===== src/rtl/risc_v_mike_pkg.sv =====
// Shared types and encodings for the RISC-V Mike multi-cycle control unit.
package risc_v_mike_pkg;

  typedef enum logic [3:0] {
    S_FETCH, S_DECODE, S_MEM_ADR, S_MEM_READ, S_MEM_WB, S_MEM_WRITE,
    S_EXEC_R, S_EXEC_I, S_ALU_WB, S_JALR, S_JAL, S_BRANCH, S_LUI,
    S_AUIPC, S_TRAP
  } t_mc_state;

  typedef enum logic [3:0] {
    ALU_ADD  = 4'd0, ALU_SUB = 4'd1, ALU_AND = 4'd2, ALU_OR  = 4'd3,
    ALU_XOR  = 4'd4, ALU_SLL = 4'd5, ALU_SRL = 4'd6, ALU_SRA = 4'd7,
    ALU_SLT  = 4'd8, ALU_SLTU = 4'd9
  } t_alu_ctrl;

  // Which kind of ALU operation the current state asks for.
  typedef enum logic [1:0] {
    ALU_CLS_ADD, ALU_CLS_SUB, ALU_CLS_R, ALU_CLS_I
  } t_alu_cls;

  localparam logic [6:0] OP_LOAD   = 7'b0000011;
  localparam logic [6:0] OP_STORE  = 7'b0100011;
  localparam logic [6:0] OP_R      = 7'b0110011;
  localparam logic [6:0] OP_I      = 7'b0010011;
  localparam logic [6:0] OP_JAL    = 7'b1101111;
  localparam logic [6:0] OP_JALR   = 7'b1100111;
  localparam logic [6:0] OP_BRANCH = 7'b1100011;
  localparam logic [6:0] OP_LUI    = 7'b0110111;
  localparam logic [6:0] OP_AUIPC  = 7'b0010111;

  localparam logic [1:0] SRC_A_PC    = 2'b00;
  localparam logic [1:0] SRC_A_OLDPC = 2'b01;
  localparam logic [1:0] SRC_A_RS1   = 2'b10;
  localparam logic [1:0] SRC_A_ZERO  = 2'b11;

  localparam logic [1:0] SRC_B_RS2  = 2'b00;
  localparam logic [1:0] SRC_B_IMM  = 2'b01;
  localparam logic [1:0] SRC_B_FOUR = 2'b10;

  localparam logic [1:0] RES_ALUOUT = 2'b00;
  localparam logic [1:0] RES_MEM    = 2'b01;
  localparam logic [1:0] RES_ALU    = 2'b10;

  localparam logic [2:0] IMM_I = 3'd0;
  localparam logic [2:0] IMM_S = 3'd1;
  localparam logic [2:0] IMM_B = 3'd2;
  localparam logic [2:0] IMM_U = 3'd3;
  localparam logic [2:0] IMM_J = 3'd4;

  // addi x0,x0,0 -- the IR holds a harmless NOP out of reset.
  localparam logic [31:0] IR_RESET_VAL = 32'h0000_0013;

  // Branch condition from funct3 and the compare flags of rs1 - rs2.
  function automatic logic branch_taken(input logic [2:0] f3, input logic zero,
                                        input logic lt, input logic ltu);
    case (f3)
      3'b000:  branch_taken = zero;
      3'b001:  branch_taken = ~zero;
      3'b100:  branch_taken = lt;
      3'b101:  branch_taken = ~lt;
      3'b110:  branch_taken = ltu;
      3'b111:  branch_taken = ~ltu;
      default: branch_taken = 1'b0;
    endcase
  endfunction

endpackage


===== src/rtl/risc_v_mike_mc_ctrl_alu_dec.sv =====
// ALU control decode: state class, funct3 and funct7[5] to alu_ctrl.
module risc_v_mike_mc_ctrl_alu_dec
  import risc_v_mike_pkg::*;
(
  input  t_alu_cls   alu_cls,
  input  logic [2:0] funct3,
  input  logic       funct7_5,
  output t_alu_ctrl  alu_ctrl
);

  // funct7[5] picks SUB only for register ops; SRA for both R and I shifts.
  always_comb begin
    alu_ctrl = ALU_ADD;
    case (alu_cls)
      ALU_CLS_ADD: alu_ctrl = ALU_ADD;
      ALU_CLS_SUB: alu_ctrl = ALU_SUB;
      default: begin
        case (funct3)
          3'b000:  alu_ctrl = ((alu_cls == ALU_CLS_R) && funct7_5) ? ALU_SUB : ALU_ADD;
          3'b001:  alu_ctrl = ALU_SLL;
          3'b010:  alu_ctrl = ALU_SLT;
          3'b011:  alu_ctrl = ALU_SLTU;
          3'b100:  alu_ctrl = ALU_XOR;
          3'b101:  alu_ctrl = funct7_5 ? ALU_SRA : ALU_SRL;
          3'b110:  alu_ctrl = ALU_OR;
          default: alu_ctrl = ALU_AND;
        endcase
      end
    endcase
  end

endmodule


===== src/rtl/risc_v_mike_mc_ctrl.sv =====
// Multi-cycle control unit for the RISC-V Mike core: instruction register
// plus Moore FSM sequencing the shared PC/ALU/memory datapath.
// Optional: RISC_V_MIKE_ILLEGAL_TRAP_EN sends unknown opcodes and reserved
// branch funct3 values to an absorbing TRAP state with a sticky illegal flag.
//
// state     | meaning
// FETCH     | read instruction at PC, PC <= PC+4 on mem_ready
// DECODE    | ALUOut <= oldPC + imm (branch/jump target)
// MEM_ADR   | ALUOut <= rs1 + imm
// MEM_READ  | load request at ALUOut
// MEM_WB    | rd <= memory data
// MEM_WRITE | store request at ALUOut
// EXEC_R    | ALUOut <= rs1 op rs2
// EXEC_I    | ALUOut <= rs1 op imm
// ALU_WB    | rd <= ALUOut
// JALR      | ALUOut <= rs1 + imm, then shares JAL
// JAL       | PC <= ALUOut, ALUOut <= oldPC+4
// BRANCH    | compare rs1/rs2, PC <= ALUOut if taken
// LUI       | ALUOut <= imm
// AUIPC     | ALUOut <= oldPC + imm
// TRAP      | halted on illegal instruction until reset
module risc_v_mike_mc_ctrl
  import risc_v_mike_pkg::*;
#(
  parameter int INSTR_W    = 32,
  parameter int ALU_CTRL_W = 4
) (
  input  logic                  clk,
  input  logic                  rst,
  input  logic                  mem_ready,
  input  logic [INSTR_W-1:0]    instruction,
  input  logic                  alu_zero,
  input  logic                  alu_lt,
  input  logic                  alu_ltu,
  output logic                  mem_req,
  output logic                  mem_write,
  output logic                  adr_src,
  output logic                  ir_write,
  output logic                  pc_write,
  output logic                  reg_write,
  output logic [1:0]            alu_src_a,
  output logic [1:0]            alu_src_b,
  output logic [1:0]            result_src,
  output logic [ALU_CTRL_W-1:0] alu_ctrl,
  output logic [2:0]            imm_src,
  output logic [4:0]            rs1,
  output logic [4:0]            rs2,
  output logic [4:0]            rsd,
  output logic [2:0]            funct3,
  output logic                  illegal
);

  t_mc_state          state_q, state_d;
  logic [INSTR_W-1:0] ir_q, ir_d;
  logic [6:0]         opcode;
  logic               mem_req_c, mem_write_c, ir_write_c, pc_write_c, reg_write_c;
  t_alu_cls           alu_cls;
  t_alu_ctrl          alu_dec_ctrl;
  logic               unused_ir_bits;

  assign opcode = ir_q[6:0];
  assign rsd    = ir_q[11:7];
  assign funct3 = ir_q[14:12];
  assign rs1    = ir_q[19:15];
  assign rs2    = ir_q[24:20];
  assign unused_ir_bits = ^{ir_q[INSTR_W-1:31], ir_q[29:25]};

  // Instruction register loads on a completed fetch.
  assign ir_d = ir_write_c ? instruction : ir_q;

  // State and IR registers.
  always_ff @(posedge clk or posedge rst) begin
    if (rst) begin
      state_q <= S_FETCH;
      ir_q    <= INSTR_W'(IR_RESET_VAL);
    end else begin
      state_q <= state_d;
      ir_q    <= ir_d;
    end
  end

  // Next state and Moore datapath controls.
  always_comb begin
    state_d     = state_q;
    mem_req_c   = 1'b0;
    mem_write_c = 1'b0;
    ir_write_c  = 1'b0;
    pc_write_c  = 1'b0;
    reg_write_c = 1'b0;
    adr_src     = 1'b0;
    alu_src_a   = SRC_A_PC;
    alu_src_b   = SRC_B_RS2;
    result_src  = RES_ALUOUT;
    imm_src     = IMM_I;
    alu_cls     = ALU_CLS_ADD;
    case (state_q)
      S_FETCH: begin
        mem_req_c  = 1'b1;
        alu_src_b  = SRC_B_FOUR;
        result_src = RES_ALU;
        ir_write_c = mem_ready;
        pc_write_c = mem_ready;
        if (mem_ready) state_d = S_DECODE;
      end
      S_DECODE: begin
        alu_src_a = SRC_A_OLDPC;
        alu_src_b = SRC_B_IMM;
        imm_src   = (opcode == OP_JAL) ? IMM_J : IMM_B;
        case (opcode)
          OP_LOAD, OP_STORE: state_d = S_MEM_ADR;
          OP_R:              state_d = S_EXEC_R;
          OP_I:              state_d = S_EXEC_I;
          OP_JAL:            state_d = S_JAL;
          OP_JALR:           state_d = S_JALR;
`ifdef RISC_V_MIKE_ILLEGAL_TRAP_EN
          OP_BRANCH:         state_d = (funct3[2:1] == 2'b01) ? S_TRAP : S_BRANCH;
`else
          OP_BRANCH:         state_d = S_BRANCH;
`endif
          OP_LUI:            state_d = S_LUI;
          OP_AUIPC:          state_d = S_AUIPC;
`ifdef RISC_V_MIKE_ILLEGAL_TRAP_EN
          default:           state_d = S_TRAP;
`else
          default:           state_d = S_FETCH;
`endif
        endcase
      end
      S_MEM_ADR: begin
        alu_src_a = SRC_A_RS1;
        alu_src_b = SRC_B_IMM;
        imm_src   = (opcode == OP_STORE) ? IMM_S : IMM_I;
        state_d   = (opcode == OP_STORE) ? S_MEM_WRITE : S_MEM_READ;
      end
      S_MEM_READ: begin
        mem_req_c = 1'b1;
        adr_src   = 1'b1;
        if (mem_ready) state_d = S_MEM_WB;
      end
      S_MEM_WB: begin
        result_src  = RES_MEM;
        reg_write_c = 1'b1;
        state_d     = S_FETCH;
      end
      S_MEM_WRITE: begin
        mem_req_c   = 1'b1;
        mem_write_c = 1'b1;
        adr_src     = 1'b1;
        if (mem_ready) state_d = S_FETCH;
      end
      S_EXEC_R: begin
        alu_src_a = SRC_A_RS1;
        alu_cls   = ALU_CLS_R;
        state_d   = S_ALU_WB;
      end
      S_EXEC_I: begin
        alu_src_a = SRC_A_RS1;
        alu_src_b = SRC_B_IMM;
        alu_cls   = ALU_CLS_I;
        state_d   = S_ALU_WB;
      end
      S_ALU_WB: begin
        reg_write_c = 1'b1;
        state_d     = S_FETCH;
      end
      S_JALR: begin
        alu_src_a = SRC_A_RS1;
        alu_src_b = SRC_B_IMM;
        state_d   = S_JAL;
      end
      S_JAL: begin
        alu_src_a  = SRC_A_OLDPC;
        alu_src_b  = SRC_B_FOUR;
        pc_write_c = 1'b1;
        state_d    = S_ALU_WB;
      end
      S_BRANCH: begin
        alu_src_a  = SRC_A_RS1;
        alu_cls    = ALU_CLS_SUB;
        pc_write_c = branch_taken(funct3, alu_zero, alu_lt, alu_ltu);
        state_d    = S_FETCH;
      end
      S_LUI: begin
        alu_src_a = SRC_A_ZERO;
        alu_src_b = SRC_B_IMM;
        imm_src   = IMM_U;
        state_d   = S_ALU_WB;
      end
      S_AUIPC: begin
        alu_src_a = SRC_A_OLDPC;
        alu_src_b = SRC_B_IMM;
        imm_src   = IMM_U;
        state_d   = S_ALU_WB;
      end
      default: state_d = state_q;
    endcase
  end

  // Enables are killed combinationally while reset is held.
  assign mem_req   = mem_req_c   & ~rst;
  assign mem_write = mem_write_c & ~rst;
  assign ir_write  = ir_write_c  & ~rst;
  assign pc_write  = pc_write_c  & ~rst;
  assign reg_write = reg_write_c & ~rst;

  risc_v_mike_mc_ctrl_alu_dec u_alu_dec (
    .alu_cls  (alu_cls),
    .funct3   (funct3),
    .funct7_5 (ir_q[30]),
    .alu_ctrl (alu_dec_ctrl)
  );

  assign alu_ctrl = ALU_CTRL_W'(alu_dec_ctrl);

`ifdef RISC_V_MIKE_ILLEGAL_TRAP_EN
  logic illegal_q, illegal_d;

  assign illegal_d = illegal_q | (state_d == S_TRAP);

  // Sticky illegal flag, cleared only by reset.
  always_ff @(posedge clk or posedge rst) begin
    if (rst) illegal_q <= 1'b0;
    else     illegal_q <= illegal_d;
  end

  assign illegal = illegal_q;
`else
  assign illegal = 1'b0;
`endif

endmodule


===== config.mk =====
export PLATFORM = sky130hd
export DESIGN_NAME = risc_v_mike_mc_ctrl
export DESIGN_NICKNAME = d
export VERILOG_FILES = /design/src/rtl/risc_v_mike_pkg.sv /design/src/rtl/risc_v_mike_mc_ctrl_alu_dec.sv /design/src/rtl/risc_v_mike_mc_ctrl.sv
export SDC_FILE = /design/constraint.sdc
export NUM_CORES = 1
export LEC_CHECK = 0
export ABC_CLOCK_PERIOD_IN_PS = 1900
export BUFFER_PORTS_ARGS = -buffer_cell sky130_fd_sc_hd__buf_2
export CAP_MARGIN = 20
export CORE_ASPECT_RATIO = 1.5
export CORE_UTILIZATION = 49
export DETAILED_ROUTE_END_ITERATION = 8
export PLACE_DENSITY_LB_ADDON = 0.2
export RECOVER_POWER = 25
export SKIP_LAST_GASP = 1
export SLEW_MARGIN = 20
export SYNTH_ARGS = -nofsm -noshare
export SYNTH_HDL_FRONTEND = slang
export SYNTH_SLANG_ARGS = --single-unit

===== constraint.sdc =====
create_clock -name clk -period 1.9 [get_ports clk]
set_clock_uncertainty 0.1 [all_clocks]
set_input_delay 0.38 -clock clk [delete_from_list [all_inputs] [get_ports clk]]
set_output_delay 0.38 -clock clk [all_outputs]
set_load 0.1 [all_outputs]

==> flow_summary.ini <==
[synth]
synth_top_flop_cell = dfrtp_1
synth_fa_ha_area_share_pct = 0
synth_mux_area_share_pct = 19.3
synth-xor-area-share_pct = 1.81
synthArstFlopShare_pct = 100
synth_simple_gate_area_share_pct = 16.6
synth_compound_gate_area_share_pct = 11.3
ys_seq_area_share_pct = 38.9
synth_nets = 225
yosys_warnings = 0
ys_ff_latch = 30
synthTopCellsByArea = dfrtp_1 35%, mux2_4 15%, buf_4 7.4%
synth_cell_types = 49
syn_avg_cell_area_um2 = 10.4
yosysTopAreaCellShare_pct = 34.9
yosysTopAreaCell = dfrtp_1
synth_cells = 187
synth_top_family_by_area = multiplexers
synth-edff-count = 0
synth_area_mm2 = 0.00194

[route]
drc = 0
dr_wl_met3_um = 339
wl_met1_mm = 2.55
viasPerCell = 5.78
drt-initial-drc-count = 49
top_layer = met4
met2_length_mm = 3.66
firstDrtPassIters = 4
dr_total_vias = 1919
ant_nets = 0
wirelength_mm = 6.83
wl_per_cell_um = 20.6

[worst_setup_path]
slowest_delay_ns = 0.42
critical_path_arrival_ns = 1.81
critical_path_required_ns = 1.42
cp-start-kind = register
critPathCaptureType = primary output
critPathMaxFanout = 3
crit_chain = xnor2_1 > o31ai_1 > a21oi_1 > a2111oi_4 > buf_12
cpMaxStageDelayCell = dfrtp_1
criticalPathCategory = register to primary output

[global_route]
antenna_found_initial = 0
grt_pass1_vias = 1877
grt_max_degree = 28
grt_pass1_wl_mm = 8.46
grt_overflow = 0
grt_use_total_pct = 27.4

[sta]
setup_ws_ns = -0.390
max_freq_ghz = 0.437
worst_pin_slew_ns = 0.514
relSlewSlack_pct = 65.4
rsz0062_at_grt = yes
period_share_pct = 121
drv_slew = 0
hold_violations = 0
final-setup-viol-count = 19
finalCriticalPeriod_ns = 2.29
whs_ns = 0.116

[clocking]
clk_path_buf_depth = 2
clkLatencyLatePin_ns = 0.28
htreeDepth = 2
cts_hold_buffers = 0
cts_tree = built
cts.sink_count = 30
cts_buffers = 5
path_clk_slew_ns = 0.07
root_buffer = clkbuf_8

[layout]
finalNonFillerCells = 332
final-seq-area_um2 = 759
fillerInstances = 136
syn_to_final_growth_pct = 76.1
final_core_util_pct = 91.9
antenna_cells = 0
drive_gt1_share_pct = 74.4
multi_input_area_mm2 = 0.00135
fin_nets = 326

[floorplanning]
core_area_mm2 = 0.00372
fp-row-count = 27
initial_utilization_pct = 52.2
io_pins = 76
die-area_mm2 = 0.00422
die_h_um = 79.0
die_width_um = 53.4

[run_status]
outcome = finished, violations left
violations = negative setup slack

[placed_design]
numPortBuffers = 68
dp.cells = 305
place.gp.congestion = 0.869
dpl.hpwl_mm = 3.82

[worst_hold_path]
hold_class = input port to asynchronous set/reset pin

[run]
drv_cap = 0
worst max-delay path: cells and delay by family (launching register included):
| kind | cells | cell delay (ns) |
|---|---|---|
| flops | 1 | 0.42 |
| xor+xnor | 1 | 0.17 |
| buf+inv | 1 | 0.22 |
| compound gates | 3 | 0.72 |
per-layer routing:
metal,vias up,track usage [%]
met2,105,49.9
li1,846,-
met3,26,4.21
met5,-,0
met4,0,13.4
met1,942,28.8
Yosys cell counts (2+ instances only):
cell type  number
dfstp_2         3
nor4b_1         2
nand2b_1        3
nor3b_1         2
nor2b_1         6
buf_2           3
dfrtp_1        27
nand2_1         9
buf_4          19
mux2_4         19
nand4_1         2
a21oi_1         9
nor4_1          3
inv_1           2
nor2_1         12
a2111o_1        2
nor3_1          4
o21ai_0        11
clkbuf_1        6
buf_6           3
xnor2_1         4
nand3_1         3
mux2_2          7
area by class of cell:
| class | instances | area share, % |
|---|---|---|
| clock buffers | 6 | 2.13 |
| clock inverters | 2 | 0.293 |
| inverters | 3 | 0.477 |
| multi-input cells | 122 | 39.6 |
| flip-flops and latches | 30 | 22.3 |
| well taps | 43 | 1.58 |
| repair buffers | 126 | 33.7 |
sequential cells by signal, summed over array words and instances (netlist names):
signal / flops
ir_q: 26
state_q: 4
stage by stage:
stage | cell area (um^2) | worst slack [ns] | TNS [ns]
after detailed placement | 2950 | -0.120 | -0.209
final | 3410 | -0.390 | -5.48
after global routing | 3410 | -0.460 | -6.88
after CTS | 3210 | -0.296 | -3.78
after floorplan | 2240 | -1.02 | -18.81
after global placement | 2950 | -0.120 | -0.156
final timing paths:
path / startpoint / end / slack [ns] / cells after the start
min in group clk: instruction[9] / ir_q[9]$_DFFE_PP0P_ / 0.23 / 2
max in group asynchronous: rst / ir_q[24]$_DFFE_PP0P_ / 1.07 / 3
worst min-delay path: rst / ir_q[6]$_DFFE_PP0P_ / 0.12 / 2
worst max register to register: state_q[1]$_DFFE_PP0P_ / ir_q[2]$_DFFE_PP0P_ / 0 / 5
worst max-delay path: ir_q[12]$_DFFE_PP0P_ / pc_write / -0.39 / 5
worst min register to register: ir_q[7]$_DFFE_PP0P_ / ir_q[7]$_DFFE_PP0P_ / 0.40 / 1
cells by family after synthesis:
logic type / Yosys count
compound gates: 34
xor+xnor: 4
buf+inv: 35
flops: 30
mux: 27
other cells: 1
simple gates: 56
placed cells by master (no fill, tap or decap), types with 6 or more instances in the layout:
master   netlist  layout
o21ai_0       11       8
buf_12         0      20
buf_6          3      18
nor2_1        12       6
mux2_4        19      19
mux2_2         7       7
buf_2          3      49
dfrtp_1       27      23
buf_4         19      38
repair_timing:
item | 4_1_cts | 5_1_grt
resized for setup | 38 | 26
setup buffers | 10 | 13
pin swaps | 17 | 16
endpoints found under the setup margin | 28 | 38
Power is left out: the tool's default activity adds up to more than one toggle a clock period on the data nets, which glitch-free logic cannot reach.
